**src/rtl/load_issue_queue.sv**
```systemverilog
// load_issue_queue
//   In-order FIFO of address-ready loads sitting between the AGU and the
//   data cache. One load may be accepted per cycle. The oldest load is
//   presented to the dcache and retired whenever the dcache load port is
//   free. A flush squashes every queued load. A halt stops acceptance and
//   drains the queue, then parks the queue in DONE until reset.
//
// Ports
//   clock            rising-edge clock
//   reset            asynchronous, active-low reset
//   agu_ld_valid     AGU presents a load this cycle
//   agu_ld_addr      load byte address (64)
//   agu_ld_pr        destination physical register (7)
//   agu_ld_ar        destination architectural register (5)
//   rob_flush        squash all queued loads
//   rob_halt         program halt seen: stop accepting and drain
//   lsq_load_avail   dcache load port free this cycle
//   lq_full          queue cannot accept; the AGU must hold its load
//   lq_count         number of occupied entries (PTR_W+1)
//   lsq_rd_mem       load request valid to the dcache
//   proc2Dcache_addr head load address
//   lsq_pr           head load physical register
//   lsq_ar           head load architectural register
//   lq_drained       halt drain complete
module load_issue_queue #(
  parameter int DEPTH = 8,
  parameter int PTR_W = 3
) (
  input  logic             clock,
  input  logic             reset,
  input  logic             agu_ld_valid,
  input  logic [63:0]      agu_ld_addr,
  input  logic [6:0]       agu_ld_pr,
  input  logic [4:0]       agu_ld_ar,
  input  logic             rob_flush,
  input  logic             rob_halt,
  input  logic             lsq_load_avail,
  output logic             lq_full,
  output logic [PTR_W:0]   lq_count,
  output logic             lsq_rd_mem,
  output logic [63:0]      proc2Dcache_addr,
  output logic [6:0]       lsq_pr,
  output logic [4:0]       lsq_ar,
  output logic             lq_drained
);

  typedef enum logic [1:0] {
    RUN   = 2'd0,
    DRAIN = 2'd1,
    DONE  = 2'd2
  } state_t;

  localparam logic [PTR_W:0] DEPTH_C = DEPTH[PTR_W:0];
  localparam logic [PTR_W:0] ONE_C   = {{PTR_W{1'b0}}, 1'b1};

  state_t             state_reg;
  state_t             state_next;
  logic [PTR_W-1:0]   head_reg;
  logic [PTR_W-1:0]   tail_reg;
  logic [PTR_W:0]     count_reg;
  logic [PTR_W:0]     count_next;

  logic [63:0]        addr_mem [DEPTH];
  logic [6:0]         pr_mem   [DEPTH];
  logic [4:0]         ar_mem   [DEPTH];

  logic               full;
  logic               empty;
  logic               fire;
  logic               accept;

  assign full  = (count_reg == DEPTH_C);
  assign empty = (count_reg == '0);

  // Acceptance is blocked outside RUN so a halted program cannot sneak
  // new loads in behind the drain.
  assign lq_full = full || (state_reg != RUN);

  // Issue is purely combinational from registered state so the request
  // follows lsq_load_avail in the same cycle.
  assign fire   = !empty && lsq_load_avail && !rob_flush && (state_reg != DONE);
  // Fullness uses the registered count: a full queue rejects even when a
  // dequeue fires in the same cycle.
  assign accept = agu_ld_valid && !lq_full && !rob_flush;

  assign lsq_rd_mem       = fire;
  assign proc2Dcache_addr = addr_mem[head_reg];
  assign lsq_pr           = pr_mem[head_reg];
  assign lsq_ar           = ar_mem[head_reg];
  assign lq_count         = count_reg;
  assign lq_drained       = (state_reg == DONE);

  // Entry storage: each entry captures the AGU load when the tail points
  // at it. A flush leaves entry contents untouched; only pointers move.
  generate
    for (genvar gi = 0; gi < DEPTH; gi++) begin : g_entry
      always_ff @(posedge clock or negedge reset) begin
        if (!reset) begin
          addr_mem[gi] <= '0;
          pr_mem[gi]   <= '0;
          ar_mem[gi]   <= '0;
        end else if (accept && (tail_reg == PTR_W'(gi))) begin
          addr_mem[gi] <= agu_ld_addr;
          pr_mem[gi]   <= agu_ld_pr;
          ar_mem[gi]   <= agu_ld_ar;
        end
      end
    end
  endgenerate

  always_comb begin
    count_next = count_reg;
    case ({accept, fire})
      2'b10:   count_next = count_reg + ONE_C;
      2'b01:   count_next = count_reg - ONE_C;
      default: count_next = count_reg;
    endcase
  end

  // Pointers wrap naturally because DEPTH is a power of two.
  always_ff @(posedge clock or negedge reset) begin
    if (!reset) begin
      head_reg  <= '0;
      tail_reg  <= '0;
      count_reg <= '0;
    end else if (rob_flush) begin
      head_reg  <= '0;
      tail_reg  <= '0;
      count_reg <= '0;
    end else begin
      if (fire) begin
        head_reg <= head_reg + PTR_W'(1);
      end
      if (accept) begin
        tail_reg <= tail_reg + PTR_W'(1);
      end
      count_reg <= count_next;
    end
  end

  always_ff @(posedge clock or negedge reset) begin
    if (!reset) begin
      state_reg <= RUN;
    end else begin
      state_reg <= state_next;
    end
  end

  always_comb begin
    state_next = state_reg;
    case (state_reg)
      RUN: begin
        if (rob_halt) begin
          state_next = DRAIN;
        end
      end
      DRAIN: begin
        // Finish when nothing is left, when the last entry retires this
        // cycle, or when a flush empties the queue.
        if (empty || ((count_reg == ONE_C) && fire) || rob_flush) begin
          state_next = DONE;
        end
      end
      DONE: begin
        state_next = DONE;
      end
      default: begin
        state_next = RUN;
      end
    endcase
  end

endmodule

```
**config.mk**
```make
export PLATFORM = sky130hd
export DESIGN_NAME = load_issue_queue
export DESIGN_NICKNAME = d
export VERILOG_FILES = /design/src/rtl/load_issue_queue.sv
export SDC_FILE = /design/constraint.sdc
export NUM_CORES = 1
export LEC_CHECK = 0
export BUFFER_PORTS_ARGS = -buffer_cell sky130_fd_sc_hd__clkbuf_2
export CORE_ASPECT_RATIO = 0.5
export CORE_MARGIN = 1.5
export CORE_UTILIZATION = 45
export CTS_CLUSTER_DIAMETER = 200
export CTS_CLUSTER_SIZE = 20
export DETAILED_ROUTE_END_ITERATION = 10
export GPL_TIMING_DRIVEN = 0
export PLACE_DENSITY = 0.71
export SLEW_MARGIN = 20
export SYNTH_ARGS = -nofsm -noshare
export SYNTH_HDL_FRONTEND = slang
export SYNTH_SLANG_ARGS = --single-unit
```
**constraint.sdc**
```tcl
create_clock -name clock -period 5.6 [get_ports clock]
set_input_delay 0 -clock clock [delete_from_list [all_inputs] [get_ports clock]]
set_output_delay 0 -clock clock [all_outputs]
set_load 0.02 [all_outputs]
```
== Yosys cells after proc, flatten, opt, wreduce, memory -nomap -nowiden ==
Index checks and enable logic that the tools add are counted.
Cells by class
  add/sub/neg operators: 4
  multiply operators: 0
  divide/modulo/power cells: 0
  order comparisons: 1
  equality and inequality tests: 16
  shifts and indexed selects: 0
  muxes and demuxes: 18
  bitwise operators: 1
  reductions and logical operators: 28
Operator list (number)
  64-bit binary-select mux with 3-bit select: 1
  64-bit 2-to-1 mux: 2
  7-bit binary-select mux with 3-bit select: 1
  5-bit binary-select mux with 3-bit select: 1
  1-bit logical AND: 14
  7-bit 2-to-1 mux: 2
  3-bit == test (second input constant): 4
  3-bit 2-to-1 mux: 4
  5-bit 2-to-1 mux: 2
  4-bit case mux with 2 select lines: 1
  3-bit by 1-bit adder with 3-bit output (second input constant): 2
  3-bit by 2-bit == test with 1-bit output (second input constant): 2
  2-bit inequality test (second input constant): 3
  2-bit case mux with 3 select lines: 1
  2-bit nonzero test: 3
  4-bit by 1-bit adder with 4-bit output (second input constant): 1
  2-bit by 1-bit == test with 1-bit output (second input constant): 2
  2-bit == test (second input constant): 2
  4-bit by 1-bit == test with 1-bit output (second input constant): 1
  4-bit == test (second input constant): 1
  4-bit greater-or-equal comparator (second input constant): 1
  4-bit zero test: 1
  2-bit 2-to-1 mux: 2
  4-bit 2-to-1 mux: 1
  9 further kinds: 13
Storage, ports and cells
  flip-flop bits (word level): 620
  bits in latches: 0
  bits in writable memories: 0
  ROM bits: 0
  bits of input ports: 82
  output and inout port bits: 83
  logic and storage cells: 96
  memories: 0

== Logic depth before layout (Yosys ltp) ==
  depth in word-level cells: 10
  mapped depth: 9
  depth with buffers taken out: 6

== Least setup slack after synthesis ==
Ideal clock, no wire load.
  path type: register -> register
  start: register count_reg[0] (netlist: lq_count[0])
  end: register addr_mem[343] in the netlist's numbering
  library setup time: 0.125 ns
  arrival time: 2.221 ns
  required time: 5.475 ns
  slack: 3.254 ns
  stages on the path, launching flop included: 10
  buffers on the path: 3
  path through: dfrtp_1 > inv_1 > ha_1 > and3b_1 > nor3_4 > and3_1 > buf_2 > buf_4 > buf_6 > mux2_2
On the way
  longest elaborated chain between the ends: 6
Ends and longest elaborated chain
  from (decl): RTL line 60  | logic [PTR_W:0] count_reg;
  from (signal assigned): RTL line 137  | count_reg <= count_next;
  4-bit == test: RTL line 72  | assign full = (count_reg == DEPTH_C);
  1-bit logical OR: RTL line 77  | assign lq_full = full || (state_reg != RUN);
  1-bit zero test: RTL line 84  | assign accept = agu_ld_valid && !lq_full && !rob_flush;
  1-bit logical AND (2 in a row): RTL line 84
  1-bit logical AND: RTL line 102  | end else if (accept && (tail_reg == PTR_W'(gi))) begin
  to (signal, indexed assignment): RTL line 103  | addr_mem[gi] <= agu_ld_addr;
  to (decl): RTL line 63  | logic [63:0] addr_mem [DEPTH];
Every way passes these cells.
A chain may end at the register's enable or synchronous reset.

== Worst setup path after layout ==
  start: register head_reg[1]
  end: output proc2Dcache_addr[4]
On the way
  longest elaborated chain between the ends: 4
Ends and longest elaborated chain
  from (decl): RTL line 58  | logic [PTR_W-1:0] head_reg;
  from (signal assigned): RTL line 132  | head_reg <= head_reg + PTR_W'(1);
  3-bit inverter with 4-bit output (not written as such): RTL line 87  | assign proc2Dcache_addr = addr_mem[head_reg];
  64-bit binary-select mux with 3-bit select: RTL line 87
  64-bit 2-to-1 mux (not written as such) (2 in a row): RTL line 87
  to (decl): RTL line 41  | output logic [63:0] proc2Dcache_addr,
Every way passes these cells. The select of a mux whose other input is x is not followed.

==> impl_metrics.ini <==
[setup_path]
cp-start-kind = flip-flop
critPathKind = reg -> out
reg2regPathDepth = 9
critPathMaxFanout = 10
cp_data_arrival_time_ns = 3.92
cp.required_ns = 5.60
crit_path_end_kind = output port
worstPathCellList = clkbuf_1 -> clkbuf_1 -> clkbuf_1 -> mux4_2 -> mux2_2 -> clkbuf_2
slowest_delay_ns = 0.72
path_common_cell = clkbuf_1
slowest_stage = clkbuf_1

[clock_tree]
cts_buffer_depth = 3
clockRootBuffer = clkbuf_16
clk_latency_ns = 0.57
path_clk_slew_ns = 0.09
clock_sinks = 620
cts_setup_buffers = 0
htreeDepth = 2
numCtsBuffers = 36
cts_tree = done

[final_layout]
final_cell_mix = mux2_2 (689), dfrtp_1 (620), clkbuf_2 (163)
largest_reg_flops = 512
insertedDiodeCount = 0
final_common_cell = mux2_2
fillers = 5101
top_regs = addr_mem (512), pr_mem (56), ar_mem (40)
regMostFlops = addr_mem
nets = 2041
multiInputGateArea_um2 = 11730
drive_gt1_frac = 0.5781
areaGrowthSynthToFinish_pct = 13.80
seqCellArea_um2 = 15510

[timing]
tightest_slew_ns = 1.032
min_period_ns = 3.921
max_slew_margin = 0.3121
finalSetupViolCount = 0
fin_worst_skew_ns = 0.02009
maxClockFrequency_mhz = 255.1
hold_slack_ns = 0.06376
slew_violations = 0
rsz0062_at_grt = false
hold_viol_final = 0
fin_crit_sh = 0.7001
setup_tns_ns = 0

[grt]
grt_pass1_vias = 16350
antenna_found_initial = 0
grt-ovfl-total = 0
grt_usage = 0.1947
grt_max_degree = 92
grt_pass1_wl_mm = 95.97

[synth]
synthAdderAreaFrac = 0.006277
synth-seq-cells = 620
synth_cell_type_count = 36
syn_avg_cell_area_um2 = 16.86
yosysTopAreaCell = dfrtp_1
syn_inst = 1655
syn_nets = 1751
synth.area.top_cells = dfrtp_1 (56%), mux2_2 (28%), mux4_2 (12%)
synth_top_area_share = 0.5559
ys_seq_area_frac = 0.5559
yosys.area_share.xor_xnor = 0.001255
synth-compound-area-share = 0.003318
synth_top_family_by_area = multiplexers
mappedNetlistArea_um2 = 27910
synth_simple_gate_area_frac = 0.008025
yosys-mux-area-fraction = 0.4014
yosysWarnings = 0

[placement]
port_buffers = 164
hpwl_mm = 38.73
gp_congestion = 0.7522

[flow_run]
maxCapViolations = 0

[worst_hold_path]
min_path_cells = 5
holdCritPathClass = in -> reg

[route]
wl_per_cell_um = 21.83
drt-initial-drc-count = 893
drcViolationCount = 0
vias = 15280
ant_nets = 0
routed_wl_mm = 60.48
viasPerCell = 5.513
drt-pass1-iter-count = 4

[die]
die-area_um2 = 63610
start_util = 0.4562
ioPinCount = 165
die_h_um = 179.1
core_area_um2 = 61180
rows = 64
die_w_um = 355.2

[status]
status = complete, no violations

[power]
peakVddDrop_uv = 191.6
powerDensity_nw_per_um2 = 411.8
p_leak_nw = 15.02
[synth_stat cells]
cell	instances
a211o_1	1
nand2_1	7
a31oi_1	1
o21ai_0	2
ha_1	14
buf_1	10
buf_6	12
nand3_1	5
a31o_2	1
buf_2	42
and3b_1	1
nor3b_2	1
nor3b_1	1
and4_1	1
o221ai_1	2
nor3_4	1
nand3b_1	2
buf_4	16
a21o_1	1
mux4_2	152
nor4b_1	1
nand2b_1	1
mux2_2	689
and3_1	5
a211oi_1	1
nor3_1	1
nor2_1	10
mux2i_1	2
or4_1	2
inv_1	10
clkbuf_1	33
a32oi_1	1
dfrtp_1	620
o311a_1	1
o211ai_1	1
xnor2_1	4
[where the power goes]
part / leakage, nW / switching, mW / internal (mW) / total [mW]
Combinational: 6.17 / 2.00 / 2.44 / 4.43
Clock: 0.475 / 1.45 / 1.21 / 2.66
Sequential: 8.38 / 0.495 / 5.49 / 5.98
Total: 15.0 / 3.94 / 9.14 / 13.1
[what timing repair did]
item,in CTS,in global routing
resized for setup,0,0
endpoints found under the hold margin,999,0
hold buffers,81,0
[final cells by class]
class,instances,share of cell area
Multi-Input combinational cell,912,0.3693
Clock inverter,1,0.0005122
Tap cell,825,0.03250
Clock buffer,38,0.02994
Buffer,113,0.01974
Sequential cell,620,0.4885
Inverter,10,0.001182
Timing Repair Buffer,252,0.05827
[through the flow]
step | std cells | util | total power, mW | setup slack (ns) | instance area [um2]
after floorplan | 1655 | - | 9.214 | 3.254 | 27910
after CTS | 2771 | 0.5191 | 13.24 | 1.658 | 31760
final | 2771 | 0.5191 | 13.08 | 1.679 | 31760
after detailed placement | 2651 | 0.4898 | 10.53 | 2.276 | 29960
after global routing | 2771 | 0.5191 | 13.82 | 1.569 | 31760
after global placement | 2644 | 0.4865 | 10.41 | -10.12 | 29760
[per-layer routing]
metal	global-route usage	up-vias	wire, um
met1	0.2668	8272	27440
met4	0.03900	2	1061
met2	0.3357	158	30410
met3	0.02392	77	1527
li1	-	6768	-
met5	0.005385	-	47
[critical path, delay by kind of cell (launching register included)]
| family | cells | cell delay, ns |
|---|---|---|
| buffers and inverters | 4 | 2.26 |
| multiplexers | 2 | 0.72 |
| flip-flops | 1 | 0.37 |
[logic make-up after synthesis]
group,count (synthesis)
compound gates,12
xor+xnor,4
fa+ha+maj,14
buf+inv,123
flops,620
mux,843
simple gates,39
[worst paths after layout]
path / startpoint / end / slack (ns)
max in group asynchronous: reset / addr_mem[425] / 4.28
setup / recovery: head_reg[1] / proc2Dcache_addr[4] / 1.68
min in group asynchronous: reset / state_reg[0] / 0.10
hold / removal: lsq_load_avail / head_reg[1] / 0.06
setup reg to reg: lq_count[0] / addr_mem[393] / 2.81
hold reg to reg: addr_mem[318] / addr_mem[318] / 0.50
Power figures use the tool's default switching activity.
